--- config.mk ---
export PLATFORM = sky130hd
export DESIGN_NAME = hs_fork_tx
export DESIGN_NICKNAME = d
export VERILOG_FILES = /design/src/rtl/hs_fork_tx.sv
export SDC_FILE = /design/constraint.sdc
export NUM_CORES = 1
export LEC_CHECK = 0
export CAP_MARGIN = 0
export CORE_MARGIN = 1.5
export CORE_UTILIZATION = 45
export CTS_CLUSTER_DIAMETER = 80
export DETAILED_ROUTE_END_ITERATION = 8
export GPL_ROUTABILITY_DRIVEN = 0
export PLACE_DENSITY_LB_ADDON = 0.2
export SYNTH_ARGS = -nofsm -noshare
export SYNTH_HDL_FRONTEND = slang
export SYNTH_SLANG_ARGS = --single-unit
--- constraint.sdc ---
create_clock -name clk_i -period 2.4 [get_ports clk_i]
set_input_delay 0.72 -clock clk_i [delete_from_list [all_inputs] [get_ports clk_i]]
set_output_delay 0.72 -clock clk_i [all_outputs]
set_load 0.05 [all_outputs]
--- src/rtl/hs_fork_tx.sv ---
// hs_fork_tx
// ----------
// Clocked 4-phase handshake transmitter. One token from the synchronous
// producer is broadcast on out_data_o with a single shared request req_o to
// OUT_NUM consumers. Their acknowledges are joined with C-element semantics:
// the block only moves when every acknowledge agrees (all high or all low).
//
// Ports
//   clk_i        system clock, all state changes on the rising edge
//   rst_i        synchronous active-high reset
//   in_valid_i   producer offers in_data_i
//   in_ready_o   block can take a token (transfer when valid && ready)
//   in_data_i    token from the producer
//   req_o        registered 4-phase request to all consumers
//   out_data_o   registered bundled data, stable while req_o is in flight
//   ack_i        per-consumer acknowledge, asynchronous to clk_i
//   busy_o       high in every state except IDLE
//   tok_cnt_o    count of completed 4-phase cycles (wraps)
//   err_o        sticky flag: an acknowledge was seen high while idle
//
// Configuration macro
//   HS_FORK_ACK_SYNC_EN  when defined, each ack bit goes through a 2-flop
//                        synchronizer (sampling latency 2 cycles). When not
//                        defined the acks are used combinationally and must
//                        come from the clk_i domain.

module hs_fork_tx #(
  parameter int OUT_NUM = 2,
  parameter int DATA_W  = 8,
  parameter int CNT_W   = 16
) (
  input  logic               clk_i,
  input  logic               rst_i,
  input  logic               in_valid_i,
  output logic               in_ready_o,
  input  logic [DATA_W-1:0]  in_data_i,
  output logic               req_o,
  output logic [DATA_W-1:0]  out_data_o,
  input  logic [OUT_NUM-1:0] ack_i,
  output logic               busy_o,
  output logic [CNT_W-1:0]   tok_cnt_o,
  output logic               err_o
);

  typedef enum logic [1:0] {
    DRAIN  = 2'd0,
    IDLE   = 2'd1,
    REQ_HI = 2'd2,
    REQ_LO = 2'd3
  } state_e;

  state_e              state_q;
  logic                req_q;
  logic [DATA_W-1:0]   outData_q;
  logic [CNT_W-1:0]    tokCnt_q;
  logic                err_q;

  logic [OUT_NUM-1:0]  ackSampled;
  logic                sampleValid;
  logic                aHi;
  logic                aLo;

`ifdef HS_FORK_ACK_SYNC_EN
  logic [OUT_NUM-1:0]  ackMeta_q;
  logic [OUT_NUM-1:0]  ackSync_q;
  logic [1:0]          syncFill_q;

  // Two-flop synchronizer per ack bit. syncFill_q tracks how many edges have
  // passed since reset so DRAIN does not trust the reset-zero contents of the
  // synchronizer; otherwise a consumer still holding ack high across a reset
  // would look idle and the FSM would leave DRAIN too early.
  always_ff @(posedge clk_i) begin
    if (rst_i) begin
      ackMeta_q  <= '0;
      ackSync_q  <= '0;
      syncFill_q <= '0;
    end else begin
      ackMeta_q  <= ack_i;
      ackSync_q  <= ackMeta_q;
      syncFill_q <= {syncFill_q[0], 1'b1};
    end
  end

  assign ackSampled  = ackSync_q;
  assign sampleValid = syncFill_q[1];
`else
  assign ackSampled  = ack_i;
  assign sampleValid = 1'b1;
`endif

  // C-element style join: all acks high or all acks low.
  assign aHi = &ackSampled;
  assign aLo = ~|ackSampled;

  // Main handshake FSM with registered req, data, counter and error flag.
  // out_data only loads on an accepted transfer, which keeps the bundled data
  // stable for the whole 4-phase cycle.
  always_ff @(posedge clk_i) begin
    if (rst_i) begin
      state_q   <= DRAIN;
      req_q     <= 1'b0;
      outData_q <= '0;
      tokCnt_q  <= '0;
      err_q     <= 1'b0;
    end else begin
      case (state_q)
        DRAIN: begin
          req_q <= 1'b0;
          if (sampleValid && aLo) begin
            state_q <= IDLE;
          end
        end
        IDLE: begin
          if (!aLo) begin
            err_q <= 1'b1;
          end
          if (in_valid_i) begin
            outData_q <= in_data_i;
            req_q     <= 1'b1;
            state_q   <= REQ_HI;
          end
        end
        REQ_HI: begin
          if (aHi) begin
            req_q   <= 1'b0;
            state_q <= REQ_LO;
          end
        end
        REQ_LO: begin
          if (aLo) begin
            tokCnt_q <= tokCnt_q + CNT_W'(1);
            state_q  <= IDLE;
          end
        end
        default: begin
          req_q   <= 1'b0;
          state_q <= DRAIN;
        end
      endcase
    end
  end

  assign in_ready_o = (state_q == IDLE);
  assign busy_o     = (state_q != IDLE);
  assign req_o      = req_q;
  assign out_data_o = outData_q;
  assign tok_cnt_o  = tokCnt_q;
  assign err_o      = err_q;

endmodule

# Yosys cells after proc, flatten, opt, wreduce, memory -nomap -nowiden
# Index checks and enable logic that the tools add are counted.
# op_classes
n_reduce_logical	10
bitwise	1
muxes	7
n_addsub	1
n_eq_ne	7
# op_table
operator	count
16-bit by 1-bit adder with 16-bit output (second input constant)	1
2-bit AND reduction	4
2-bit two-way mux	3
2-bit != test (second input constant)	3
2-bit case mux with 3 select lines	1
3-bit AND reduction	2
2-bit equality test (second input constant)	2
2-bit OR reduction	2
1-bit case mux with 3 select lines	1
3-bit nonzero test	1
2-bit by 1-bit equality test with 1-bit output (second input constant)	1
2-bit zero test	1
1-bit two-way mux	2
2-bit by 1-bit != test with 1-bit output (second input constant)	1
1-bit inverter	1
# word_totals
out_inout_bits	28
register_bits	28
input_bits	13

# Longest topological paths before layout
# depth
depth_word	4
mapped_depth	6
mapped_depth_nobuf	6

# Worst setup path after synthesis
# Ideal clock, no wire load.
# synth_timing
path_kind	flip-flop to output port
startpoint	register state_q[0]
endpoint	output port busy_o
slack_ps	399
t_arrival_ps	1281
path_buffers	0
path_stages_with_launch	3
required_ps	1680
path_cell_list	dfxtp_1 ha_1 inv_1
# synth_via
elab_chain_cells	1
# synth_rtl
element	line	text
start: declaration	52	state_e state_q;
start signal: assignment	100	state_q <= DRAIN;
start signal: assignment	110	state_q <= IDLE;
start signal: assignment	120	state_q <= REQ_HI;
2-bit by 1-bit != test with 1-bit output	144	assign busy_o = (state_q != IDLE);
end: declaration	40	output logic busy_o,
# Every way passes these cells.

# Worst setup path in the final report
# layout_timing
startpoint	register tokCnt_q[7], in the netlist tok_cnt_o[7]
endpoint	output port tok_cnt_o[7]
# layout_rtl
element	line	text
start: declaration	55	logic [CNT_W-1:0] tokCnt_q;
start signal: assignment	131	tokCnt_q <= tokCnt_q + CNT_W'(1);
end: declaration	41	output logic [CNT_W-1:0] tok_cnt_o,
# No word-level cell between the ends.

==> run summary <==
Status: completed
Comb pwr share: 40.7%
Fmax: 0.436 GHz
R2R Setup Slk: 0.59 ns
Area Overhead vs Synth: 40.2%
Design Power: 1.21 mW
VDD IR max: 0.000878 V
Reg-to-Reg End: tok_cnt_o[15]
Crit start category: flip-flop
GRT Overall Usage: 17.2%
Yosys Warn Count: 0
Commonest cells in the netlist: dfxtp_1, a21oi_1, nand2_1
DR pass1 iterations: 4
Worst path cell trace: clkdlybuf4s50_1
Pleak: 0.635 nW
Hold EP: out_data_o[2]
Die Span Y: 55.8 µm
Largest net degree at the start of global routing: 29
Power per cell area: 691 mW/mm²
Post-Route Setup TNS: 0 ns
CTS buffer count: 3
Post-layout min period: 2.29 ns
Final worst slack: 0.106 ns
Seq cells post-synth: 28
Pint: 0.770 mW
Ys flop type: dfxtp_1
CTS H-Tree Depth: 1
Hold path startpoint: out_data_o[2]
Async SR Flop Fraction: 0%
Mean Syn Cell Area: 8.77 µm²
Overflow after GRT: 0
EDFF count, synth: 0
Maximum root-to-sink buffer count: 2
Vias in the first global route: 991
Sequential-to-total area share from yosys stat: 44.7%
Pins Over Slew Limit: 0
Crit path largest cell delay: 0.84 ns
DP HPWL: 2050 µm
Final setup vio count: 0
Top area cells in the synthesized netlist: dfxtp_1, a21oi_1, xor2_1
Core area: 0.00257 mm²
Initial antenna violation count: 0
Initial DRC Count: 11
Overall via count from detail_route: 1,152
Count leader, synth: dfxtp_1
Area of the multi-input gates: 661 µm²
Fin nets: 206
Clk slew on worst S/H paths: 0.14 ns
Mapped cell area: 0.00125 mm²
Worst clock skew: 0.00367 ns
CP max-delay cell: clkdlybuf4s50_1
R2R cell count: 5
Die W: 55.8 µm
Rows: 18
RSZ-0062 raised after global routing: no
PortBufs: 40
# DRC: 0
Clock share of power: 14.9%
Syn Nets: 161
Net Sw Power: 0.444 mW
Critical Path RT: 1.68 ns
Min-Delay Path Depth: 2
Root Driver: clkbuf_4
Hold crit path type: flip-flop to flip-flop
Levels on crit path: 1
CP Capture Type: output pin
Clk Latency, worst-skew pair: 0.31 ns
DRT Wirelength: 2670 µm
Cts hold-fix bufs: 0
Share of total power in sequential cells: 44.5%
Reg area: 561 µm²
Slew margin rel.: 66.1%
Routed Antenna Nets: 0
TritonCTS clock tree: built
Final Hold Vio Count: 0
First-pass GRT wire length: 4400 µm
Reg-to-reg startpoint: state_q[0]
Data arrival, critical path: 1.57 ns
Fill count: 216
Avg WL per Cell: 12.3 µm
Post-Place Cell Area: 0.00173 mm²
Synth top area share: 44.7%
Largest area contributor in the netlist: dfxtp_1
Die ar.: 0.00311 mm²
CP delay by family, top: buffers and inverters
Max Cap Viol: 0
Vias per Instance: 5.33
Cells after Synth: 143
CP max FO: 5
Crit Path Class: flip-flop to output pin
Critical path buffer and inverter count: 1
Fin area: 0.00176 mm²
Netlist cell types: 32
Switching part of the total: 36.5%
Ant. Diodes: 0
I/O pins: 41
Clock sinks: 28
Post-Place Setup Slack: 0.0107 ns
Slew @ Worst Pin: 0.507 ns
Final period utilization: 95.6%
Initial Util: 48.8%
Share of cells above drive strength 1: 9.68%
-- worst reg2reg max path, cell delays in order, from the launching register on --
cell,delay [ns]
dfxtp_1,0.45
ha_1,0.26
and4bb_4,0.28
nand3_2,0.10
or4_1,0.51
a21oi_1,0.15
-- per-stage QoR --
stage / hold slack (ns) / std cells / utilization, %
floorplan: 0.487 / 143 / -
global placement: 0.442 / 213 / 67.5
detailed placement: 0.449 / 213 / 67.5
CTS: 0.468 / 216 / 68.4
global route: 0.487 / 216 / 68.5
finish: 0.466 / 216 / 68.5
-- layout by cell type (no fill, tap or decap) --
cell type,count
a211oi_1,1
o21ai_0,1
and2_1,1
o31ai_1,4
and2_2,1
clkbuf_4,3
or2_2,1
ha_1,4
nor2b_1,1
or4_1,4
nand3_2,1
nand3_1,12
or3_1,1
nand2_2,1
clkdlybuf4s50_1,38
o41ai_1,1
dfxtp_1,28
nand4_1,6
inv_1,3
mux2i_1,2
xor2_1,9
and4bb_2,1
buf_12,2
xnor2_1,1
a21oi_1,16
ha_2,1
and3_1,2
a211o_1,1
and4bb_4,1
nor2_1,14
buf_4,6
a221oi_1,1
and4_1,1
nand2_1,16
-- cell type report --
cell class	instances	share of cell area, %
Clock buffer	3	1.28
Sequential cell	28	31.9
Inverter	3	0.641
Tap cell	30	2.14
Multi-Input combinational cell	106	37.6
Timing Repair Buffer	46	26.5
-- routing by layer --
layer	wire length [µm]	vias to the layer above	global-route usage, %
met1	1310	534	24.5
met5	0	-	0
li1	-	597	-
met3	67	2	2.09
met4	15	0	4.18
met2	1270	19	27.9
-- worst max path at each step --
stage / from / to / slack (ns)
2_1_floorplan: state_q[0] / busy_o / 0.40
3_3_place_gp: ack_i[1] / tok_cnt_o[15] / 0.03
4_1_cts: state_q[0] / busy_o / 0.02
6_report: tok_cnt_o[7] / tok_cnt_o[7] / 0.11
5_1_grt: tok_cnt_o[10] / tok_cnt_o[10] / 0.03
3_5_place_dp: ack_i[1] / tok_cnt_o[15] / 0.01
-- kinds of logic (layout without fill, tap and decap cells) --
family                   Yosys count  after routing  share of synthesized area (%)
AO/OA/AOI/OAI                     25             25                           11.9
XOR/XNOR                          10             10                           6.99
adder cells (fa/ha/maj)            5              5                           4.99
buffers and inverters              9             52                           2.79
flip-flops                        28             28                           44.7
multiplexers                       2              2                           1.60
AND/OR/NAND/NOR                   64             64                           27.0
-- power groups by stage --
stage	combinational, mW	sequential, mW	clock, mW
global route	0.537	0.547	0.208
floorplan	0.233	0.633	0
global placement	0.483	0.546	0
detailed placement	0.493	0.550	0
CTS	0.495	0.539	0.191
finish	0.494	0.540	0.181
-- sequential cells by signal, summed over array words and instances, names as in the netlist --
| register | count |
|---|---|
| req_o | 1 |
| out_data_o | 8 |
| state_q | 2 |
| err_o | 1 |
| tok_cnt_o | 16 |
-- repair_timing --
action	CTS	global route
buffers inserted	0	0
hold endpoints to repair	0	0
setup endpoints to repair	0	1
gates resized for setup	0	1
Note: power is estimated with default switching activity, not from simulation.
